File: src/rtl/jump_scene_renderer.sv
// Jump-game scene pixel generator. Sits upstream of the VGA timing block:
// takes the current scan coordinate and returns its colour one clock later.
// Game state is shadowed at the frame boundary (x==0,y==0) so a frame is
// always drawn from one consistent snapshot. Also produces a frame counter
// and a per-frame player/obstacle collision flag.
//
// Interface timing: there is no valid/ready handshake. Every clock carries
// one coordinate on i_x/i_y, and o_r/o_g/o_b on the following cycle hold the
// colour for that coordinate. There is no backpressure and no bubble.
module jump_scene_renderer #(
  parameter int H_ACTIVE  = 640,
  parameter int V_ACTIVE  = 480,
  parameter int GROUND_Y  = 400,
  parameter int PLAYER_X  = 80,
  parameter int PLAYER_W  = 32,
  parameter int PLAYER_H  = 32,
  parameter int OBS_W     = 16,
  parameter int OBS_H     = 32,
  parameter int BLINK_BIT = 3
) (
  input  logic        clk_vga,
  input  logic        rst_vga,
  input  logic [10:0] i_x,
  input  logic [10:0] i_y,
  input  logic [10:0] i_player_y,
  input  logic [10:0] i_obs0_x,
  input  logic [10:0] i_obs1_x,
  input  logic        i_game_over,
  output logic [3:0]  o_r,
  output logic [3:0]  o_g,
  output logic [3:0]  o_b,
  output logic [7:0]  o_frame_cnt,
  output logic        o_collision
);

  // All geometry is compared in 12 bits so that edge+size never wraps.
  localparam logic [11:0] H_ACT12   = 12'(H_ACTIVE);
  localparam logic [11:0] V_ACT12   = 12'(V_ACTIVE);
  localparam logic [11:0] GROUND12  = 12'(GROUND_Y);
  localparam logic [11:0] PL_X0     = 12'(PLAYER_X);
  localparam logic [11:0] PL_X1     = 12'(PLAYER_X + PLAYER_W);
  localparam logic [11:0] PL_H12    = 12'(PLAYER_H);
  localparam logic [11:0] OBS_W12   = 12'(OBS_W);
  localparam logic [11:0] OBS_Y0    = 12'(GROUND_Y - OBS_H);

  // Colour constants, packed {r,g,b}.
  localparam logic [11:0] COL_PLAYER = 12'hF00;
  localparam logic [11:0] COL_OBS    = 12'h0F0;
  localparam logic [11:0] COL_GROUND = 12'h630;
  localparam logic [11:0] COL_SKY    = 12'h8CF;
  localparam logic [11:0] COL_BLACK  = 12'h000;

  // Per-frame snapshot of game state.
  logic [10:0] sh_player_y;
  logic [10:0] sh_obs0_x;
  logic [10:0] sh_obs1_x;
  logic        sh_game_over;

  logic        hit_acc;
  logic [11:0] rgb_q;
  logic [11:0] rgb_d;

  // Scan position and derived bounds.
  logic [11:0] x12;
  logic [11:0] y12;
  logic [11:0] py0;
  logic [11:0] py1;
  logic [11:0] ox0_lo;
  logic [11:0] ox0_hi;
  logic [11:0] ox1_lo;
  logic [11:0] ox1_hi;

  logic frame_start;
  logic active;
  logic in_ground;
  logic in_obs_rows;
  logic in_player;
  logic player_vis;
  logic in_obs0;
  logic in_obs1;
  logic in_obs;
  logic pixel_hit;

  assign x12    = {1'b0, i_x};
  assign y12    = {1'b0, i_y};
  assign py0    = {1'b0, sh_player_y};
  assign py1    = py0 + PL_H12;
  assign ox0_lo = {1'b0, sh_obs0_x};
  assign ox0_hi = ox0_lo + OBS_W12;
  assign ox1_lo = {1'b0, sh_obs1_x};
  assign ox1_hi = ox1_lo + OBS_W12;

  assign frame_start = (i_x == 11'd0) && (i_y == 11'd0);

  // Classify the current pixel against the shadowed scene.
  always_comb begin
    active      = (x12 < H_ACT12) && (y12 < V_ACT12);
    in_ground   = (y12 >= GROUND12);
    in_obs_rows = (y12 >= OBS_Y0) && (y12 < GROUND12);
    in_player   = (x12 >= PL_X0) && (x12 < PL_X1) &&
                  (y12 >= py0) && (y12 < py1);
    // Blinking only hides the sprite; collision still uses in_player.
    player_vis  = in_player && !(sh_game_over && o_frame_cnt[BLINK_BIT]);
    // A hidden obstacle is parked at or beyond the right edge. One that
    // straddles the edge is clipped by the active test below.
    in_obs0     = (ox0_lo < H_ACT12) && (x12 >= ox0_lo) && (x12 < ox0_hi) &&
                  in_obs_rows;
    in_obs1     = (ox1_lo < H_ACT12) && (x12 >= ox1_lo) && (x12 < ox1_hi) &&
                  in_obs_rows;
    in_obs      = in_obs0 || in_obs1;
    pixel_hit   = active && in_player && in_obs;
  end

  // Pick the colour by priority: player, obstacle, ground, sky.
  always_comb begin
    rgb_d = COL_BLACK;
    if (active) begin
      if (player_vis) begin
        rgb_d = COL_PLAYER;
      end else if (in_obs) begin
        rgb_d = COL_OBS;
      end else if (in_ground) begin
        rgb_d = COL_GROUND;
      end else begin
        rgb_d = COL_SKY;
      end
    end
  end

  // Register the colour; the VGA block expects exactly one cycle of latency.
  always_ff @(posedge clk_vga) begin
    if (rst_vga) begin
      rgb_q <= COL_BLACK;
    end else begin
      rgb_q <= rgb_d;
    end
  end

  assign o_r = rgb_q[11:8];
  assign o_g = rgb_q[7:4];
  assign o_b = rgb_q[3:0];

  // Frame bookkeeping: shadow load, frame count, collision hand-off.
  always_ff @(posedge clk_vga) begin
    if (rst_vga) begin
      sh_player_y  <= '0;
      sh_obs0_x    <= '0;
      sh_obs1_x    <= '0;
      sh_game_over <= 1'b0;
      o_frame_cnt  <= '0;
      o_collision  <= 1'b0;
      hit_acc      <= 1'b0;
    end else if (frame_start) begin
      sh_player_y  <= i_player_y;
      sh_obs0_x    <= i_obs0_x;
      sh_obs1_x    <= i_obs1_x;
      sh_game_over <= i_game_over;
      o_frame_cnt  <= o_frame_cnt + 8'd1;
      o_collision  <= hit_acc;
      // The boundary pixel belongs to the new frame's accumulation.
      hit_acc      <= pixel_hit;
    end else begin
      hit_acc      <= hit_acc | pixel_hit;
    end
  end

endmodule

File: config.mk
export PLATFORM = sky130hd
export DESIGN_NAME = jump_scene_renderer
export DESIGN_NICKNAME = d
export VERILOG_FILES = /design/src/rtl/jump_scene_renderer.sv
export SDC_FILE = /design/constraint.sdc
export NUM_CORES = 1
export LEC_CHECK = 0
export ABC_AREA = 0
export CAP_MARGIN = 10
export CORE_AREA = 2 2 87 89
export DETAILED_ROUTE_END_ITERATION = 8
export DIE_AREA = 0 0 89 91
export GPL_TIMING_DRIVEN = 0
export PLACE_DENSITY = 0.79
export SLEW_MARGIN = 25
export SYNTH_ARGS = -nofsm -noshare
export SYNTH_HDL_FRONTEND = slang
export SYNTH_SLANG_ARGS = --single-unit
File: constraint.sdc
create_clock -name clk_vga -period 2.6 [get_ports clk_vga]
set_input_delay 0.39 -clock clk_vga [delete_from_list [all_inputs] [get_ports clk_vga]]
set_output_delay 0.39 -clock clk_vga [all_outputs]
set_load 0.01 [all_outputs]
# --- After elaboration in Yosys (flattened, before gate mapping) ---
# Index checks and enable logic that the tools add are counted.
op_classes:
  bitwise_logic: 2
  order_cmp: 15
  addsub: 4
  reduce_logical: 23
  n_mux: 4
op_table:
  columns: ["operator", "count"]
  rows:
  - ["$lt 11x12->1", 3]
  - ["$mux 12", 3]
  - ["$ge 11x11->1", 3]
  - ["$lt 11x10->1 const B", 3]
  - ["$add 11x5->12 const B", 2]
  - ["$ge 11x9->1 const B", 2]
  - ["$logic_not 11->1", 2]
  - ["$lt 11x9->1 const B", 2]
  - ["$logic_and 1x1->1", 16]
  - ["$add 11x6->12 const B", 1]
  - ["$ge 11x7->1 const B", 1]
  - ["$lt 11x7->1 const B", 1]
  - ["$add 8x1->8 const B", 1]
  - ["$reduce_or 4->1", 1]
  - ["$reduce_or 3->1", 1]
  - ["$reduce_or 2->1", 1]
  - ["$logic_not 1->1", 1]
  - ["$logic_or 1x1->1", 1]
  - ["$mux 1", 1]
  - ["$not 1->1", 1]
  - ["$or 1x1->1", 1]
totals:
  inputBits: 58
  output_inout_bits: 21
  register_bits: 56

# --- Depth between registers and ports, before layout ---
depth:
  ltp_word: 8
  mapped_depth: 11

# --- Worst setup path after synthesis ---
# Ideal clock, no wire load.
synth_path:
  path_type: "reg-to-reg"
  start: "register sh_player_y[7]"
  end: "register rgb_q[2]"
  slack_ps: 213
  setup_ps: 116
  synth_period_minus_slack_ps: 2387
  t_arrival_ps: 2271
  stages_incl_launch_ff: 12
  t_required_ps: 2484
  cell_sequence: "dfxtp_1 > inv_1 > nor3_1 > nand3_1 > xnor2_1 > ha_1 > and3_1 > a221oi_1 > a31oi_1 > a311oi_1 > nand3_1 > and3_1"
synth_between:
  elab_chain_cells: 5
synth_lines:
  columns: ["item", "line", "rtl"]
  rows:
  - ["start: declaration", "54", "logic [10:0] sh_player_y;"]
  - ["start signal: assignment", "154", "sh_player_y <= i_player_y;"]
  - ["$add 11x6->12 or $ge 11x11->1 (tied branches)", "87, 101", null]
  - ["$lt 11x12->1 or $logic_and 1x1->1 (tied branches)", "101, 100", null]
  - ["$logic_and 1x1->1 *", "101", "(y12 >= py0) && (y12 < py1);"]
  - ["$logic_and 1x1->1 *", "103", "player_vis = in_player && !(sh_game_over && o_frame_cnt[BLINK_BIT]);"]
  - ["$reduce_or 4->1 (no line) *", null, null]
  - ["end signal: assignment", "135", "rgb_q <= rgb_d;"]
  - ["end: declaration", "60", "logic [11:0] rgb_q;"]
# Every way passes the cells marked *; elsewhere a longest branch is shown, timed or not.
# A chain may end at the register's enable or synchronous reset.

# --- Final worst setup path ---
layout_path:
  start: "register sh_player_y[8]"
  end: "register rgb_q[6]"
layout_between:
  elab_chain_cells: 5
layout_lines:
  columns: ["item", "line"]
  rows:
  - ["$add 11x6->12 or $ge 11x11->1 (tied branches)", "87, 101"]
  - ["$lt 11x12->1 or $logic_and 1x1->1 (tied branches)", "101, 100"]
  - ["$logic_and 1x1->1 *", "101"]
  - ["$logic_and 1x1->1 *", "103"]
  - ["$reduce_or 3->1 (no line) *", null]
# Marks and branches as above.

==> results.sh <==
export IMPL_ff2ff_path_depth=11
export IMPL_wl_per_cell_um=14.7
export IMPL_ys_types=47
export IMPL_placed_area_mm2=0.00448
export IMPL_ys_ff_latch=50
export IMPL_crit_family="simple AND/OR/NAND/NOR gates"
export IMPL_max_slew_margin_rel_pct=62.3
export IMPL_wl_met2_um=4460
export IMPL_place_hpwl_um=6950
export IMPL_synth_area_leaders="dfxtp_1, ha_1, mux2i_1"
export IMPL_ir_drop_v=0.000217
export IMPL_ioPinCount=79
export IMPL_min_from="sh_game_over"
export IMPL_synth_edf_count=0
export IMPL_rows=31
export IMPL_wirelength_um=8860
export IMPL_p_total_w=0.00153
export IMPL_drt_pass1_iter_count=4
export IMPL_finalHoldViolations=0
export IMPL_drv_cap=0
export IMPL_grt_pass1_vias=3194
export IMPL_cp_arrival_ps=2720
export IMPL_num_vias=3265
export IMPL_critPathLaunchType="flip-flop"
export IMPL_final_common_cell="clkdlybuf4s50_1"
export IMPL_powerDensity_mw_per_mm2=325
export IMPL_drv_slew=0
export IMPL_syn_to_final_growth_pct=31.3
export IMPL_place_gp_congestion=0.878
export IMPL_setup_ws_ps=94.2
export IMPL_drc_errors=0
export IMPL_postRouteAntennaNets=0
export IMPL_gr_total_overflow=0
export IMPL_max_stage_delay_ps=390
export IMPL_clockBufferDepth=2
export IMPL_viasPerCell=5.43
export IMPL_final_nets=616
export IMPL_status="finished, final reports clean"
export IMPL_reg2reg_slack_ps=90
export IMPL_min_period_ps=2510
export IMPL_ctsHoldBuffers=0
export IMPL_hold_depth=1
export IMPL_htreeDepth=2
export IMPL_finish_instance_area_mm2=0.00470
export IMPL_diodes=0
export IMPL_synth_ff_type="dfxtp_1"
export IMPL_synth_top_area_cell="dfxtp_1"
export IMPL_syn_inst=412
export IMPL_routed_top_layer="met4"
export IMPL_wl_met3_um=362
export IMPL_synth_area_per_cell_um2=8.69
export IMPL_cts_tree="done"
export IMPL_setup_tns_ps=0
export IMPL_cp_slowest_cell="dfxtp_4"
export IMPL_yosysSeqAreaShare_pct=27.9
export IMPL_worstReg2RegStart="sh_player_y[8]"
export IMPL_async_flop_share_pct=0
export IMPL_core_mm2=0.00714
export IMPL_worstPathMaxFanout=4
export IMPL_groute_usage_overall_pct=21.8
export IMPL_crit_buf_inv=1
export IMPL_crit_chain="inv_4 > nor3_4 > nand3_2 > xnor2_2 > ha_1 > and3_4 > a221oi_2 > a31oi_1 > a311oi_2 > nand3_1 > and2_1"
export IMPL_layout_drive_gt1_share_pct=8.96
export IMPL_grt_max_degree=19
export IMPL_start_util_pct=50.2
export IMPL_hp_class="flip-flop to flip-flop"
export IMPL_die_area_mm2=0.00810
export IMPL_synth_net_count=527
export IMPL_critical_path_class="flip-flop to flip-flop"
export IMPL_skew_ps=5.75
export IMPL_layout_common_cells="clkdlybuf4s50_1, ha_1, nor2_1, dfxtp_1, mux2i_1"
export IMPL_cts_buffers=5
export IMPL_wl_met1_um=3940
export IMPL_clock_sinks=50
export IMPL_place_ws_ps=-276
export IMPL_fillers=622
export IMPL_setup_viol=0
export IMPL_clock_tree_root_cell="clkbuf_8"
export IMPL_die_x_um=89
export IMPL_synth_top_area_share_pct=27.9
export IMPL_hold_end="rgb_q[8]"
export IMPL_clk_pin_slew_ps=110
export IMPL_antenna_found_initial=0
export IMPL_post_route_util_pct=65.9
export IMPL_clock_latency_ps=310
export IMPL_r2r_end="rgb_q[6]"
export IMPL_setup_worst_path_end_class="flip-flop"
export IMPL_crit_required_ps=2820
export IMPL_p_leak_nw=1.74
export IMPL_drtIter0Drc=121
export IMPL_fp_dieH_um=91
export IMPL_synth_area_mm2=0.00358
export IMPL_grt_pass1_wl_um=14300
export IMPL_synth_warnings=0
export IMPL_fmax_mhz=399
export IMPL_worst_pin_slew_ps=565
export IMPL_numPortBuffers=77
export IMPL_period_share_pct=96.4
==> synthesized netlist by cell type (2+ instances only) <==
master	n
dfxtp_1	50
a211o_1	4
o21ai_0	12
xnor2_1	15
o2111ai_1	2
xor2_1	5
buf_4	6
clkbuf_1	5
buf_2	4
nand3_1	16
and3_1	8
nand2b_1	4
nor2b_1	5
or3_1	2
a21o_1	11
nand4_1	8
o21bai_1	2
o211ai_1	7
nand2_1	14
ha_1	57
mux2i_1	36
and2_1	3
a21oi_1	14
nor3_1	5
nor4_1	4
a31oi_1	3
inv_1	36
a211oi_1	6
nor2_1	50
==> report_power, final <==
group	switching, W	total (W)	internal (W)
combinational	0.000122	0.000266	0.000144
sequential	0.000000529	0.000761	0.000761
clock	0.000300	0.000502	0.000202
total	0.000422	0.00153	0.00111
==> stage by stage <==
step / hold WS, ps / instances
after detailed placement: 455 / 588
after CTS: 472 / 596
after floorplan: 427 / 412
after global placement: 440 / 588
final: 468 / 601
after global routing: 481 / 601
==> state kept, by name, indices dropped and copies added, names as in the netlist <==
name and count:
sh_obs0_x 11, sh_obs1_x 11, sh_player_y 11, o_frame_cnt 8
rgb_q 6, hit_acc 1, o_collision 1, sh_game_over 1
==> worst max path at each step <==
stage	from	to	slack, ps	cells past startpoint
floorplan	sh_player_y[7]	rgb_q[2]	210	11
global placement	i_x[9]	hit_acc	-260	8
detailed placement	i_x[9]	hit_acc	-280	8
CTS	sh_player_y[8]	rgb_q[2]	30	11
global route	sh_player_y[8]	rgb_q[6]	-50	11
finish	sh_player_y[8]	rgb_q[6]	90	11
==> kinds of logic after synthesis <==
group | share of synthesized area (%)
simple gates | 16.8
compound gates | 14.3
xor+xnor | 4.89
fa+ha+maj | 19.9
mux | 10.1
flops | 27.9
buf+inv | 6.11
==> final cells by class <==
cell class	count	area, µm²	share of cell area [%]
Buffer	15	83.8	1.78
Clock buffer	5	68.8	1.46
Clock inverter	3	28.8	0.612
Inverter	36	138	2.93
Multi-Input combinational cell	311	2430	51.6
Sequential cell	50	1020	21.8
Tap cell	99	124	2.63
Timing Repair Buffer	82	811	17.2
==> metal layers <==
layer | track usage [%] | up-vias
li1 | - | 1642
met1 | 27.5 | 1534
met2 | 37.9 | 81
met3 | 3.55 | 8
met4 | 5.60 | 0
met5 | 0 | -
==> timing repair <==
action | 4_1_cts | 5_1_grt
endpoints found under the setup margin | 7 | 7
gates resized for setup | 4 | 24
setup buffers | 0 | 5
pin swaps | 0 | 10
cloned | 0 | 0
hold endpoints to repair | 0 | 0
No activity file was read; power rests on OpenSTA's default activity.
